File: src/rtl/commit_trace_encoder.sv
// Commit trace encoder: per-cycle XRF/VRF/DMEM/PC commit events are queued in a FIFO and
// serialised as header[/timestamp]/payload words. Define TRACE_TIMESTAMP_EN for timestamps.
module commit_trace_encoder #(
  parameter int XLEN            = 32,
  parameter int VLEN            = 128,
  parameter int DATA_ADDR_WIDTH = 10,
  parameter int PC_WIDTH        = 10,
  parameter int DEPTH           = 8
) (
  input  logic                       clk,
  input  logic                       rst_n,
  input  logic                       xwe,
  input  logic [4:0]                 xwaddr,
  input  logic [XLEN-1:0]            xwdata,
  input  logic                       vwe,
  input  logic [4:0]                 vwaddr,
  input  logic [VLEN-1:0]            vwdata,
  input  logic                       dwe,
  input  logic [DATA_ADDR_WIDTH-1:0] dwaddr,
  input  logic [31:0]                dwdata,
  input  logic [3:0]                 dwmask,
  input  logic                       pc_valid,
  input  logic [PC_WIDTH-1:0]        pc,
  output logic                       tr_valid,
  output logic [31:0]                tr_data,
  output logic                       tr_last,
  input  logic                       tr_ready,
  output logic                       ovf,
  output logic                       idle
);
  localparam int AW = (DEPTH > 1) ? $clog2(DEPTH) : 1;
  localparam int VW = VLEN / 32;
  localparam int IW = (VW > 1) ? $clog2(VW) : 1;
  localparam logic [AW:0] FULL_CNT = (AW+1)'(DEPTH);
  localparam logic [1:0] R_PC = 2'd0;
  localparam logic [1:0] R_X  = 2'd1;
  localparam logic [1:0] R_V  = 2'd2;
  localparam logic [1:0] R_D  = 2'd3;

`ifdef TRACE_TIMESTAMP_EN
  localparam bit TS_EN = 1'b1;
  typedef enum logic [1:0] {IDLE = 2'd0, HDR = 2'd1, TS = 2'd2, DATA = 2'd3} state_t;
  logic [31:0]                m_ts    [DEPTH];
  logic [31:0]                ts_cnt;
`else
  localparam bit TS_EN = 1'b0;
  typedef enum logic [1:0] {IDLE = 2'd0, HDR = 2'd1, DATA = 2'd3} state_t;
`endif

  // Flag bit i marks record type i present (0 PC, 1 X, 2 V, 3 D).
  logic [3:0]                 m_flags [DEPTH];
  logic [PC_WIDTH-1:0]        m_pc    [DEPTH];
  logic [4:0]                 m_xaddr [DEPTH];
  logic [31:0]                m_xdata [DEPTH];
  logic [4:0]                 m_vaddr [DEPTH];
  logic [VLEN-1:0]            m_vdata [DEPTH];
  logic [DATA_ADDR_WIDTH-1:0] m_daddr [DEPTH];
  logic [31:0]                m_ddata [DEPTH];
  logic [3:0]                 m_dmask [DEPTH];

  state_t        state, nxt_state;
  logic [1:0]    rec, nxt_rec;
  logic [IW-1:0] widx, nxt_widx;
  logic [AW-1:0] rd_ptr, wr_ptr, sel_ptr;
  logic [AW:0]   count, nxt_count;
  logic          push_req, push_ok, pop, accept, load, idle_nxt;
  logic [2:0]    head_first, next_first, cur_next;
  logic [IW:0]   npay;
  logic [15:0]   haddr;
  logic [3:0]    hmask;
  logic [31:0]   pword, nxt_word;
  logic          nxt_last;

  // Lowest flagged record type at or above start; bit 2 set when one exists.
  function automatic logic [2:0] find_rec(input logic [3:0] flags, input logic [2:0] start);
    logic [2:0] res;
    res = 3'b000;
    for (int i = 3; i >= 0; i--) begin
      res = (flags[i] && (3'(i) >= start)) ? {1'b1, 2'(i)} : res;
    end
    return res;
  endfunction

  function automatic logic [IW:0] pay_words(input logic [1:0] r);
    case (r)
      R_PC:    pay_words = (IW+1)'(0);
      R_V:     pay_words = (IW+1)'(VW);
      default: pay_words = (IW+1)'(1);
    endcase
  endfunction

  // Serializer next-state, FIFO push/pop decisions and the next output word.
  always_comb begin
    push_req   = pc_valid | (xwe & (xwaddr != 5'd0)) | vwe | dwe;
    accept     = tr_valid & tr_ready;
    head_first = find_rec(m_flags[rd_ptr], 3'd0);
    next_first = find_rec(m_flags[rd_ptr + AW'(1)], 3'd0);
    cur_next   = find_rec(m_flags[rd_ptr], {1'b0, rec} + 3'd1);
    sel_ptr    = rd_ptr;
    nxt_state  = state;
    nxt_rec    = rec;
    nxt_widx   = widx;
    load       = 1'b0;
    pop        = 1'b0;
    case (state)
      IDLE: begin
        if (count != (AW+1)'(0)) begin
          load      = 1'b1;
          nxt_state = HDR;
          nxt_rec   = head_first[1:0];
        end else begin
          nxt_state = IDLE;
        end
      end
      default: begin
        if (!accept) begin
          load = 1'b0;
        end else if (!tr_last) begin
          load = 1'b1;
          if (state == HDR) begin
`ifdef TRACE_TIMESTAMP_EN
            nxt_state = TS;
`else
            nxt_state = DATA;
`endif
            nxt_widx = '0;
          end else if (state == DATA) begin
            nxt_widx = widx + IW'(1);
          end else begin
            nxt_state = DATA;
            nxt_widx  = '0;
          end
        end else if (cur_next[2]) begin
          load      = 1'b1;
          nxt_state = HDR;
          nxt_rec   = cur_next[1:0];
        end else begin
          // Entry finished: the following entry is loaded straight from storage.
          pop = 1'b1;
          if (count > (AW+1)'(1)) begin
            sel_ptr   = rd_ptr + AW'(1);
            load      = 1'b1;
            nxt_state = HDR;
            nxt_rec   = next_first[1:0];
          end else begin
            nxt_state = IDLE;
          end
        end
      end
    endcase

    push_ok = push_req & ((count != FULL_CNT) | pop);
    case ({push_ok, pop})
      2'b10:   nxt_count = count + (AW+1)'(1);
      2'b01:   nxt_count = count - (AW+1)'(1);
      default: nxt_count = count;
    endcase
    idle_nxt = (nxt_count == (AW+1)'(0)) && (nxt_state == IDLE);

    npay = pay_words(nxt_rec);
    case (nxt_rec)
      R_PC:    haddr = 16'(m_pc[sel_ptr]);
      R_X:     haddr = 16'(m_xaddr[sel_ptr]);
      R_V:     haddr = 16'(m_vaddr[sel_ptr]);
      default: haddr = 16'(m_daddr[sel_ptr]);
    endcase
    case (nxt_rec)
      R_X:     pword = m_xdata[sel_ptr];
      R_V:     pword = m_vdata[sel_ptr][{nxt_widx, 5'd0} +: 32];
      default: pword = m_ddata[sel_ptr];
    endcase
    hmask = (nxt_rec == R_D) ? m_dmask[sel_ptr] : 4'h0;
    case (nxt_state)
      HDR: begin
        nxt_word = {2'b00, nxt_rec, hmask, 8'h00, haddr};
        nxt_last = (npay == (IW+1)'(0)) && !TS_EN;
      end
`ifdef TRACE_TIMESTAMP_EN
      TS: begin
        nxt_word = m_ts[sel_ptr];
        nxt_last = (npay == (IW+1)'(0));
      end
`endif
      DATA: begin
        nxt_word = pword;
        nxt_last = ({1'b0, nxt_widx} == (npay - (IW+1)'(1)));
      end
      default: begin
        nxt_word = 32'h0000_0000;
        nxt_last = 1'b0;
      end
    endcase
  end

  // Entry storage; occupancy lives in the pointers so the array needs no reset.
  always_ff @(posedge clk) begin
    if (push_ok) begin
      m_flags[wr_ptr] <= {dwe, vwe, xwe & (xwaddr != 5'd0), pc_valid};
      m_pc[wr_ptr]    <= pc;
      m_xaddr[wr_ptr] <= xwaddr;
      m_xdata[wr_ptr] <= 32'(xwdata);
      m_vaddr[wr_ptr] <= vwaddr;
      m_vdata[wr_ptr] <= vwdata;
      m_daddr[wr_ptr] <= dwaddr;
      m_ddata[wr_ptr] <= dwdata;
      m_dmask[wr_ptr] <= dwmask;
`ifdef TRACE_TIMESTAMP_EN
      m_ts[wr_ptr]    <= ts_cnt;
`endif
    end
  end

`ifdef TRACE_TIMESTAMP_EN
  // Free-running cycle stamp, zero in the first cycle out of reset.
  always_ff @(posedge clk or negedge rst_n) begin
    if (!rst_n) begin
      ts_cnt <= 32'h0000_0000;
    end else begin
      ts_cnt <= ts_cnt + 32'h0000_0001;
    end
  end
`endif

  // FIFO pointers, serializer state and the registered trace outputs.
  always_ff @(posedge clk or negedge rst_n) begin
    if (!rst_n) begin
      state    <= IDLE;
      rec      <= R_PC;
      widx     <= '0;
      rd_ptr   <= '0;
      wr_ptr   <= '0;
      count    <= '0;
      tr_valid <= 1'b0;
      tr_data  <= 32'h0000_0000;
      tr_last  <= 1'b0;
      ovf      <= 1'b0;
      idle     <= 1'b1;
    end else begin
      state  <= nxt_state;
      rec    <= nxt_rec;
      widx   <= nxt_widx;
      wr_ptr <= push_ok ? wr_ptr + AW'(1) : wr_ptr;
      rd_ptr <= pop ? rd_ptr + AW'(1) : rd_ptr;
      count  <= nxt_count;
      ovf    <= ovf | (push_req & ~push_ok);
      idle   <= idle_nxt;
      if (load) begin
        tr_valid <= 1'b1;
        tr_data  <= nxt_word;
        tr_last  <= nxt_last;
      end else if (accept) begin
        tr_valid <= 1'b0;
        tr_last  <= 1'b0;
      end else begin
        tr_valid <= tr_valid;
        tr_last  <= tr_last;
      end
    end
  end
endmodule

File: config.mk
export PLATFORM = sky130hd
export DESIGN_NAME = commit_trace_encoder
export DESIGN_NICKNAME = d
export VERILOG_FILES = /design/src/rtl/commit_trace_encoder.sv
export SDC_FILE = /design/constraint.sdc
export NUM_CORES = 2
export LEC_CHECK = 0
export CORE_MARGIN = 4
export CORE_UTILIZATION = 40
export DETAILED_ROUTE_END_ITERATION = 10
export GPL_TIMING_DRIVEN = 0
export PLACE_DENSITY = 0.6
export RECOVER_POWER = 25
export SLEW_MARGIN = 5
export SYNTH_ARGS = -nofsm -noshare
export SYNTH_HDL_FRONTEND = slang
export SYNTH_SLANG_ARGS = --single-unit
File: constraint.sdc
create_clock -name clk -period 22.8 [get_ports clk]
set_input_delay 2.28 -clock clk [delete_from_list [all_inputs] [get_ports clk]]
set_output_delay 2.28 -clock clk [all_outputs]
set_load 0.01 [all_outputs]
==> results.json <==
{
  "status": "complete, but fails checks",
  "violations": "DRC, capacitance limit, slew limit",
  "hold_slack_ps": 483,
  "vias": 49900,
  "synth_cell_type_count": 98,
  "slowest_stage": "nor3_1",
  "post_drt_wl_per_cell_um": 34.8,
  "reg2reg_slack_ps": 14680,
  "final_cell_mix": "edfxtp_1 (1840), nand2_1 (617), mux2i_1 (315), clkbuf_16 (187), mux4_2 (184)",
  "r2r-end": "tr_data[1]",
  "fin_tns_setup_ps": 0,
  "cts.hold.buffers_added": 0,
  "syn-instance-count": 4672,
  "worstPathArrival_ps": 8870,
  "post_cts_resized": 0,
  "r2r-start": "rd_ptr[1]",
  "worstHoldStart": "ovf",
  "fin_skew_ps": 59.1,
  "stdcell_area_um2": 91300,
  "area_delta_synth_final_pct": 19.0,
  "post_cts_buffers": 0,
  "vdd_drop_max_v": 0.0000835,
  "yosys.area.top_type": "edfxtp_1",
  "slew_violations": 66,
  "async_reset_ff_share_pct": 2.75,
  "min_path_cells": 1,
  "ys_top_cells_by_area": "edfxtp_1 (72%), mux4_2 (5.4%), mux2i_1 (4.1%)",
  "initial_core_util_pct": 40.3,
  "ys_warn_count": 0,
  "worstSetupEndpointType": "flop",
  "path_clk_slew_ps": 60,
  "num_rows": 160,
  "viasPerCell": 6.17,
  "yosysSeqAreaShare_pct": 73.7,
  "nNetsFinal": 5598,
  "r2r_cells": 19,
  "synthesis.nets": 4917,
  "hpwlAfterDp_um": 202000,
  "core_region_area_um2": 190000,
  "grt_pass1_vias": 47100,
  "crit_chain": "ha_1 -> clkbuf_1 -> buf_2 -> buf_1 -> o21bai_1 -> o22ai_1 -> a222oi_1 -> o21ai_0 -> a31oi_1 -> nand2_1 -> inv_1 -> ha_1 -> inv_1 -> nor3_1 -> clkbuf_1 -> o21ai_0 -> o211ai_1 -> o31ai_1 -> o311ai_1",
  "worstMarginPinSlew_ps": 3220,
  "hold_viol": 0,
  "leakage_nw": 30.3,
  "die_h_um": 446,
  "ys.flop_type": "edfxtp_1",
  "power.density_nw_per_um2": 151,
  "cts-htree-levels": 4,
  "setup_violations": 0,
  "syn_area_um2": 76700,
  "grt_busiest_layer": "met2",
  "clk_latency_ps": 880,
  "cts_sinks": 1892,
  "hp-class": "reg -> reg",
  "path_class": "reg -> reg",
  "slew_headroom_pct": -114,
  "place_inst": 7673,
  "critPathMaxStageDelay_ps": 1180,
  "startpoint_type": "flop",
  "cts_tree": "built",
  "final_common_cell": "edfxtp_1",
  "final_layout_size_suffix_gt1_share_pct": 16.9,
  "synth_top_area_share_pct": 72.0,
  "period_needed_ps": 8120,
  "fin_crit_sh_pct": 35.6,
  "ioPinCount": 269,
  "timing.fmax_mhz": 123,
  "syn_area_per_cell_um2": 16.4,
  "first_iter_violations": 7760,
  "dieWidth_um": 446,
  "antenna_left": 0,
  "cts_buffers": 187,
  "worst-path-buf-inv": 6,
  "grt_util_met1_pct": 35.3,
  "total_power_mw": 13.8,
  "maxCapViolations": 3,
  "stdcell_count": 8085,
  "dpl_cell_area_um2": 85100,
  "cp_max_fo": 10,
  "critPathTopFamily": "buffers and inverters",
  "root_buffer": "clkbuf_16",
  "cp.required_ps": 23550,
  "antenna_found_initial": 124,
  "drt_pass1_iterations": 11,
  "grt_max_degree": 42,
  "grt_use_total_pct": 27.8,
  "rsz0062_at_grt": "no",
  "min_to": "ovf",
  "synth_edf_count": 1840,
  "grt_use_met3_pct": 7.70,
  "global_route.usage.met2_pct": 42.0,
  "dieArea_um2": 199000,
  "grt_overflow": 0,
  "grt_first_pass_wirelength_um": 382000,
  "gp_congestion": 0.906,
  "synth-seq-cells": 1892,
  "routed_wl_um": 282000,
  "drc": 2,
  "port-buffer-count": 268,
  "clk_path_buf_depth": 3
}
[worst register-to-register path, cell delays in order, from the launching register on]
cell and delay (ps):
dfrtp_1 440, ha_1 310, clkbuf_1 400, buf_2 420
buf_1 760, o21bai_1 220, o22ai_1 110, a222oi_1 310
o21ai_0 130, a31oi_1 180, nand2_1 220, inv_1 180
ha_1 360, inv_1 400, nor3_1 1190, clkbuf_1 940
o21ai_0 910, o211ai_1 310, o31ai_1 120, o311ai_1 120
[metal layers]
metal,up-vias,wire length [µm]
met2,3438,127000
met1,25500,102000
li1,20200,-
met4,34,20100
met3,778,31600
met5,-,231
[final cells by class]
| type | instances | area [µm²] |
|---|---|---|
| Fill cell | 16000 | 99100 |
| Sequential cell | 1892 | 56600 |
| Multi-Input combinational cell | 2454 | 18700 |
| Timing Repair Buffer | 492 | 5060 |
| Clock buffer | 237 | 4990 |
| Tap cell | 2511 | 3140 |
| Buffer | 302 | 1510 |
| Clock inverter | 115 | 1120 |
| Antenna cell | 58 | 145 |
| Inverter | 24 | 90.1 |
[synthesized netlist by cell type (14+ instances only)]
library cell,instances
nor2_1,97
nor2b_1,16
buf_1,19
and3_1,57
o221ai_1,46
o22ai_1,66
a311oi_1,14
a2111oi_0,24
a21oi_1,100
mux2_2,31
edfxtp_1,1840
o21ai_0,107
clkbuf_1,128
a22oi_1,23
nand3_1,168
o2111ai_1,26
a32oi_1,46
buf_2,108
nand4_1,40
mux4_2,184
dfrtp_1,51
mux2i_1,317
a31oi_1,82
nand2_1,617
nor3_1,39
a211oi_1,67
buf_4,34
a221oi_1,30
inv_1,20
o211ai_1,14
[cell families (layout without fill, tap and decap cells)]
group                      after synthesis  count (layout)  share of synthesized area [%]
DFF                                   1892            1892                           73.7
and+or+nand+nor                       1117            1117                           6.58
AOI/OAI and AO/OA                      785             785                           7.38
muxes                                  532             532                           9.99
buffers and inverters                  326            1170                           2.06
adders and majority gates               12              12                          0.196
xor gates and xnor gates                 8               8                         0.0913
other                                    0              58                              0
[registers in the layout, indices dropped and copies added (netlist names), 2 cells and up]
| name | cells |
|---|---|
| m_pc | 80 |
| m_xaddr | 40 |
| m_vdata | 1024 |
| tr_data | 32 |
| m_daddr | 80 |
| count | 4 |
| rec | 2 |
| m_xdata | 256 |
| state | 2 |
| wr_ptr | 3 |
| m_dmask | 32 |
| m_flags | 32 |
| widx | 2 |
| rd_ptr | 3 |
| m_vaddr | 40 |
| m_ddata | 256 |
[worst max path at each step]
stage	start	endpoint	slack [ps]	depth (start not counted)
after CTS	tr_ready	tr_data[6]	14210	12
final	rd_ptr[1]	tr_data[1]	14680	19
after detailed placement	tr_ready	tr_data[6]	13270	12
after global placement	xwaddr[0]	m_vdata[3][109]	-19340	7
after floorplan	tr_ready	m_daddr[2][0]	1780	6
after global routing	rd_ptr[1]	tr_data[1]	14720	19
[power breakdown]
group | internal (mW) | switching [mW]
combinational | 1.72 | 3.96
clock | 1.69 | 1.38
sequential | 4.81 | 0.251
total | 8.22 | 5.60
[per-stage QoR]
| stage | worst slack (ps) | utilization, % |
|---|---|---|
| after CTS | 14210 | 47.9 |
| after detailed placement | 13270 | 44.7 |
| after global routing | 14720 | 47.9 |
| final | 14680 | 48.0 |
| after global placement | -19340 | 43.4 |
| after floorplan | 1780 | - |
Power figures use the tool's default switching activity.
